`src/rtl/alu_nibble_sequencer_pkg.sv`:
```
// Shared ALU definitions for the nibble-serial ALU sequencer.
//   - Op encodings understood by the 4-bit slice and the sequencer.
//   - Op legality and arithmetic-class helpers.
//   - Sequencer state enum.
package alu_nibble_sequencer_pkg;

    localparam logic [2:0] OP_AND = 3'b000;
    localparam logic [2:0] OP_OR  = 3'b001;
    localparam logic [2:0] OP_ADD = 3'b010;
    localparam logic [2:0] OP_SUB = 3'b110;
    localparam logic [2:0] OP_SLT = 3'b111;

    typedef enum logic [1:0] {
        IDLE = 2'd0,
        RUN  = 2'd1,
        DONE = 2'd2
    } state_e;

    function automatic logic op_is_legal(input logic [2:0] op);
        logic legal;
        case (op)
            OP_AND, OP_OR, OP_ADD, OP_SUB, OP_SLT: legal = 1'b1;
            default:                               legal = 1'b0;
        endcase
        return legal;
    endfunction

    // ADD, SUB and SLT all go through the adder; AND/OR do not.
    function automatic logic op_is_arith(input logic [2:0] op);
        return op[1];
    endfunction

endpackage

```
`src/rtl/alu_nibble_sequencer_alu4bit.sv`:
```
// ALU4Bit: 4-bit combinational ALU slice with carry chaining.
// Ports:
//   i_a, i_b      4-bit operands
//   i_cin         carry in
//   i_op          op[2] inverts b, op[1:0] selects AND/OR/ADD/LESS
//   i_less        bit 0 of the result when op[1:0] == 2'b11
//   o_result      slice result
//   o_cout        adder carry out
//   o_overflow    signed overflow of the adder (meaningful for the top slice)
//   o_set         sign bit of the adder output (feeds SLT)
//   o_g, o_p      group generate / propagate for carry-lookahead users
//   o_zero        o_result == 0
module alu_nibble_sequencer_alu4bit (
    input  logic [3:0] i_a,
    input  logic [3:0] i_b,
    input  logic       i_cin,
    input  logic [2:0] i_op,
    input  logic       i_less,
    output logic [3:0] o_result,
    output logic       o_cout,
    output logic       o_overflow,
    output logic       o_set,
    output logic       o_g,
    output logic       o_p,
    output logic       o_zero
);

    logic [3:0] w_b;
    logic [4:0] w_sum;
    logic [3:0] w_gen;
    logic [3:0] w_prop;

    assign w_b    = i_op[2] ? ~i_b : i_b;
    assign w_sum  = {1'b0, i_a} + {1'b0, w_b} + {4'b0000, i_cin};
    assign w_gen  = i_a & w_b;
    assign w_prop = i_a | w_b;

    assign o_cout     = w_sum[4];
    assign o_set      = w_sum[3];
    // Operands of equal sign producing a sum of the other sign.
    assign o_overflow = (i_a[3] == w_b[3]) && (w_sum[3] != i_a[3]);
    assign o_g        = w_gen[3] | (w_prop[3] & w_gen[2]) | (w_prop[3] & w_prop[2] & w_gen[1])
                      | (w_prop[3] & w_prop[2] & w_prop[1] & w_gen[0]);
    assign o_p        = &w_prop;

    always_comb begin
        o_result = 4'b0000;
        case (i_op[1:0])
            2'b00:   o_result = i_a & w_b;
            2'b01:   o_result = i_a | w_b;
            2'b10:   o_result = w_sum[3:0];
            default: o_result = {3'b000, i_less};
        endcase
    end

    assign o_zero = (o_result == 4'b0000);

endmodule

```
`src/rtl/alu_nibble_sequencer.sv`:
```
// alu_nibble_sequencer: runs WIDTH-bit ALU ops through one 4-bit slice, one nibble per clock,
// least-significant nibble first, with the carry held in a register between nibbles.
// WIDTH must be a multiple of 4 and at least 8.
// Ports:
//   clk, rst_n                       clock, async active-low reset
//   i_req_valid / o_req_ready        request handshake (ready only in IDLE)
//   i_req_op, i_req_a, i_req_b       operation and operands
//   o_rsp_valid / i_rsp_ready        response handshake
//   o_rsp_result                     result
//   o_rsp_cout, o_rsp_overflow       carry / signed overflow of the top nibble (0 for logic ops)
//   o_rsp_zero                       full result is zero
//   o_rsp_err                        request used an illegal op
//   o_busy                           not IDLE
module alu_nibble_sequencer
    import alu_nibble_sequencer_pkg::*;
#(
    parameter int unsigned WIDTH = 16
) (
    input  logic             clk,
    input  logic             rst_n,
    input  logic             i_req_valid,
    output logic             o_req_ready,
    input  logic [2:0]       i_req_op,
    input  logic [WIDTH-1:0] i_req_a,
    input  logic [WIDTH-1:0] i_req_b,
    output logic             o_rsp_valid,
    input  logic             i_rsp_ready,
    output logic [WIDTH-1:0] o_rsp_result,
    output logic             o_rsp_cout,
    output logic             o_rsp_overflow,
    output logic             o_rsp_zero,
    output logic             o_rsp_err,
    output logic             o_busy
);

    localparam int unsigned NIB = WIDTH / 4;
    localparam int unsigned KW  = $clog2(NIB);
    localparam logic [KW-1:0] K_LAST = KW'(NIB - 1);

    state_e           r_state;
    logic [WIDTH-1:0] r_a;
    logic [WIDTH-1:0] r_b;
    logic [WIDTH-1:0] r_acc;
    logic [2:0]       r_op;
    logic [KW-1:0]    r_k;
    logic             r_carry;

    logic             r_rsp_valid;
    logic [WIDTH-1:0] r_rsp_result;
    logic             r_rsp_cout;
    logic             r_rsp_overflow;
    logic             r_rsp_zero;
    logic             r_rsp_err;

    logic [3:0]       w_nib_a;
    logic [3:0]       w_nib_b;
    logic [2:0]       w_slice_op;
    logic [3:0]       w_slice_res;
    logic             w_slice_cout;
    logic             w_slice_ovf;
    logic             w_slice_set;
    logic             w_slice_g_unused;
    logic             w_slice_p_unused;
    logic             w_slice_zero_unused;
    logic [WIDTH-1:0] w_acc_next;
    logic [WIDTH-1:0] w_final_res;
    logic             w_arith;

    assign w_nib_a    = 4'(r_a >> {r_k, 2'b00});
    assign w_nib_b    = 4'(r_b >> {r_k, 2'b00});
    // SLT runs as a subtraction; the less-than bit is formed after the top nibble.
    assign w_slice_op = (r_op == OP_SLT) ? OP_SUB : r_op;
    assign w_arith    = op_is_arith(r_op);

    alu_nibble_sequencer_alu4bit u_alu4 (
        .i_a        (w_nib_a),
        .i_b        (w_nib_b),
        .i_cin      (r_carry),
        .i_op       (w_slice_op),
        .i_less     (1'b0),
        .o_result   (w_slice_res),
        .o_cout     (w_slice_cout),
        .o_overflow (w_slice_ovf),
        .o_set      (w_slice_set),
        .o_g        (w_slice_g_unused),
        .o_p        (w_slice_p_unused),
        .o_zero     (w_slice_zero_unused)
    );

    // Accumulated result with the current nibble merged in, so the final nibble is visible
    // on the same edge it is produced.
    always_comb begin
        w_acc_next = r_acc;
        w_acc_next[{r_k, 2'b00} +: 4] = w_slice_res;
    end

    always_comb begin
        w_final_res = w_acc_next;
        if (r_op == OP_SLT) begin
            w_final_res = {{(WIDTH-1){1'b0}}, w_slice_set ^ w_slice_ovf};
        end
    end

    always_ff @(posedge clk or negedge rst_n) begin
        if (!rst_n) begin
            r_state        <= IDLE;
            r_a            <= '0;
            r_b            <= '0;
            r_acc          <= '0;
            r_op           <= OP_AND;
            r_k            <= '0;
            r_carry        <= 1'b0;
            r_rsp_valid    <= 1'b0;
            r_rsp_result   <= '0;
            r_rsp_cout     <= 1'b0;
            r_rsp_overflow <= 1'b0;
            r_rsp_zero     <= 1'b0;
            r_rsp_err      <= 1'b0;
        end else begin
            case (r_state)
                IDLE: begin
                    if (i_req_valid) begin
                        r_a     <= i_req_a;
                        r_b     <= i_req_b;
                        r_op    <= i_req_op;
                        r_k     <= '0;
                        r_carry <= i_req_op[2];
                        r_acc   <= '0;
                        if (op_is_legal(i_req_op)) begin
                            r_state <= RUN;
                        end else begin
                            r_state        <= DONE;
                            r_rsp_valid    <= 1'b1;
                            r_rsp_result   <= '0;
                            r_rsp_cout     <= 1'b0;
                            r_rsp_overflow <= 1'b0;
                            r_rsp_zero     <= 1'b1;
                            r_rsp_err      <= 1'b1;
                        end
                    end
                end
                RUN: begin
                    r_acc   <= w_acc_next;
                    r_carry <= w_slice_cout;
                    r_k     <= r_k + 1'b1;
                    if (r_k == K_LAST) begin
                        r_state        <= DONE;
                        r_rsp_valid    <= 1'b1;
                        r_rsp_result   <= w_final_res;
                        r_rsp_cout     <= w_arith & w_slice_cout;
                        r_rsp_overflow <= w_arith & w_slice_ovf;
                        r_rsp_zero     <= (w_final_res == '0);
                        r_rsp_err      <= 1'b0;
                    end
                end
                DONE: begin
                    if (i_rsp_ready) begin
                        r_state     <= IDLE;
                        r_rsp_valid <= 1'b0;
                    end
                end
                default: begin
                    r_state <= IDLE;
                end
            endcase
        end
    end

    assign o_req_ready    = (r_state == IDLE);
    assign o_busy         = (r_state != IDLE);
    assign o_rsp_valid    = r_rsp_valid;
    assign o_rsp_result   = r_rsp_result;
    assign o_rsp_cout     = r_rsp_cout;
    assign o_rsp_overflow = r_rsp_overflow;
    assign o_rsp_zero     = r_rsp_zero;
    assign o_rsp_err      = r_rsp_err;

endmodule

```
`config.mk`:
```
export PLATFORM = sky130hd
export DESIGN_NAME = alu_nibble_sequencer
export DESIGN_NICKNAME = d
export VERILOG_FILES = /design/src/rtl/alu_nibble_sequencer_pkg.sv /design/src/rtl/alu_nibble_sequencer_alu4bit.sv /design/src/rtl/alu_nibble_sequencer.sv
export SDC_FILE = /design/constraint.sdc
export NUM_CORES = 1
export LEC_CHECK = 0
export BUFFER_PORTS_ARGS = -buffer_cell sky130_fd_sc_hd__clkbuf_2
export CAP_MARGIN = 20
export CORE_MARGIN = 4
export CORE_UTILIZATION = 35
export CTS_CLUSTER_DIAMETER = 50
export CTS_CLUSTER_SIZE = 30
export DETAILED_ROUTE_END_ITERATION = 7
export HOLD_SLACK_MARGIN = 0.05
export SETUP_SLACK_MARGIN = 0.15
export SLEW_MARGIN = 25
export SYNTH_ARGS = -nofsm -noshare
export SYNTH_HDL_FRONTEND = slang
export SYNTH_SLANG_ARGS = --single-unit
export TNS_END_PERCENT = 100
```
`constraint.sdc`:
```
create_clock -name clk -period 4.3 [get_ports clk]
set_input_delay 0.86 -clock clk [delete_from_list [all_inputs] [get_ports clk]]
set_output_delay 0.86 -clock clk [all_outputs]
set_load 0.01 [all_outputs]
```
==> results.py <==
metrics = {
    "outcome": {
        "status": "completed",
    },
    "clock_network": {
        "cts.sinks": 77,
        "cts_made_buffers": 9,
        "post_cts_resized": 0,
        "holdBufCountCts": 0,
        "postCtsSetupBuffers": 0,
        "cts_buffer_depth": 2,
        "cts_htree_levels": 3,
        "clk_pin_slew_worst_paths_ns": 0.06,
        "tritoncts": "yes",
        "cts-root-buf": "clkbuf_16",
        "clock_latency_ns": 0.34,
    },
    "logic_synthesis": {
        "post-synth-top-area-cell": "dfrtp_1",
        "syn_area_per_cell_sq_um": 11.1,
        "yosys-top-cells-area": "dfrtp_1, mux2_2, mux4_2",
        "synth_ff_type": "dfrtp_1",
        "syn-num-nets": 417,
        "yosysMostFrequentCell": "dfrtp_1",
        "ys_seq_elements": 77,
        "ys_async_sr_fraction": 1.00,
        "synth_top_area_frac": 0.480,
        "netlist_top_cells_count": "dfrtp_1, mux2_2, nand2_1",
        "yosysSeqAreaShare": 0.480,
        "syn-cell-area_sq_um": 4020,
        "synth_edf_count": 0,
        "netlist_instances": 361,
        "yosys_warnings": 0,
        "synth_cell_types": 53,
    },
    "floorplan": {
        "initial_core_util": 0.364,
        "io_pins": 62,
        "die_area_sq_um": 13200,
        "fp.coreArea_sq_um": 11000,
        "die_w_microns": 115,
        "die_y_microns": 115,
        "fp-row-count": 38,
    },
    "sta": {
        "slew_viol_final": 0,
        "rsz0062_at_grt": "false",
        "fin_crit_ns": 3.64,
        "skew_ns": 0.00983,
        "setup_viol": 0,
        "worst_pin_slew_ns": 0.871,
        "period_share": 0.846,
        "finalWorstSetupSlack_ns": 0.661,
        "final.setup.tns_ns": 0,
        "relSlewSlack": 0.418,
        "fmax_mhz": 275,
        "hold_viol": 0,
    },
    "place": {
        "dpl_cell_area_sq_um": 4420,
        "gp_congestion": 0.871,
        "placed_cells_incl_taps": 544,
        "io_buffer_count": 61,
        "place_ws_ns": 0.658,
        "dp_hpwl_microns": 6440,
    },
    "route": {
        "drt-total-wl_microns": 8930,
        "vias": 2898,
        "drc": 0,
        "viasPerCell": 5.18,
        "drt_iter0_drc": 95,
        "routedWlPerCell_microns": 16.0,
        "ant_nets": 0,
        "dr.pass1.iters": 4,
    },
    "run": {
        "max_cap_violations": 0,
    },
    "grt": {
        "grt-busiest-layer": "met2",
        "grt_usage": 0.142,
        "antenna_found_initial": 0,
        "met2_usage": 0.227,
        "use_met3": 0.0384,
        "overflow": 0,
        "grt_use_met1": 0.188,
        "grt_pass1_wl_microns": 14900,
        "grt_pass1_vias": 2980,
        "grt_start_max_net_pins": 78,
    },
    "power_and_ir_drop": {
        "power_mw": 3.72,
        "power_leakage_nw": 2.10,
        "ir_drop_mv": 0.384,
        "power.density_nw_per_um2": 790,
    },
    "finish": {
        "area_growth_pct": 17.4,
        "fin_nets": 471,
        "diodes": 0,
        "final_cell_count_no_fill": 560,
        "layout-drive-gt1-share": 0.317,
        "final_area_sq_um": 4710,
    },
    "setup_path": {
        "path_max_fanout": 12,
        "cp.arrival_ns": 3.89,
        "worst_ep_required_time_ns": 4.55,
        "crit_type": "flip-flop to flip-flop",
        "end_kind": "flip-flop",
        "start_kind": "flip-flop",
    },
    "worst_hold_path": {
        "hold_class": "flip-flop to flip-flop",
    },
}
kinds of logic (layout without fill, tap and decap cells):
| family | count (synthesis) | after routing | share of synthesized area |
|---|---|---|---|
| AO/OA/AOI/OAI | 83 | 83 | 0.132 |
| XOR/XNOR | 6 | 6 | 0.0131 |
| AND/OR/NAND/NOR | 92 | 92 | 0.121 |
| buffers and inverters | 41 | 100 | 0.0464 |
| flip-flops | 77 | 77 | 0.480 |
| multiplexers | 45 | 45 | 0.149 |
| adder cells (fa/ha/maj) | 17 | 17 | 0.0586 |
worst max-delay path, cell delays in order (launching register included):
cell and delay, ns:
dfrtp_1 0.59, buf_4 0.27, mux4_2 0.54, ha_1 0.30, nor2b_1 0.12, o21ai_0 0.16
nand2b_1 0.10, fa_1 0.47, or2b_1 0.25, and3_4 0.20, o31a_1 0.31, o31ai_2 0.22
routing by layer:
metal	wire, microns	vias up
met4	128	0
met5	0	-
met3	461	13
met1	4160	1418
met2	4180	66
li1	-	1401
worst paths after layout:
path / startpoint / endpoint / slack, ns / cells past startpoint
hold reg to reg: o_rsp_result[10] / o_rsp_result[10] / 0.48 / 2
max in group asynchronous: rst_n / r_b[10] / 3.29 / 1
hold / removal: o_rsp_result[10] / o_rsp_result[10] / 0.48 / 2
setup reg to reg: r_k[0] / o_rsp_zero / 0.66 / 11
setup / recovery: r_k[0] / o_rsp_zero / 0.66 / 11
min in group asynchronous: rst_n / o_rsp_result[1] / 0.54 / 1
per-stage QoR:
step,hold slack (ns),utilization
floorplan,0.466,-
global placement,0.462,0.401
detailed placement,0.472,0.401
CTS,0.485,0.427
global route,0.503,0.427
finish,0.480,0.427
placed cells by master, fill, tap and decap left out, types with 5 or more instances in the layout:
cell type	netlist	final
a32o_1	5	5
nor2b_1	17	17
clkbuf_2	0	60
buf_4	2	5
a22oi_1	5	5
o21ai_0	28	28
inv_1	18	18
mux2_2	35	35
o22ai_1	11	11
nand2_1	34	34
mux4_2	8	8
nor2_1	11	11
dfrtp_1	77	77
ha_1	14	14
clkbuf_16	0	9
a21oi_1	16	16
report_power, final:
group | internal, mW | switching [mW]
Sequential | 0.954 | 0.196
Clock | 0.448 | 0.297
Combinational | 0.826 | 1.00
Total | 2.23 | 1.50
layout make-up:
cell class	count	area (sq um)
clock buffer	10	229
clock inverter	6	63.8
fill	1095	6320
inverter	18	67.6
multi-input combinational	243	1900
sequential	77	1930
tap	140	175
timing repair buffer	66	349
registers in the layout, summed over array words and instances, names as in the netlist:
| signal | count |
|---|---|
| o_rsp_result | 16 |
| r_a | 16 |
| r_acc | 16 |
| r_b | 16 |
| r_op | 3 |
| r_k | 2 |
| r_state | 2 |
| o_rsp_cout | 1 |
| o_rsp_err | 1 |
| o_rsp_overflow | 1 |
| o_rsp_valid | 1 |
| o_rsp_zero | 1 |
| r_carry | 1 |
Note: power is estimated with default switching activity, not from simulation.
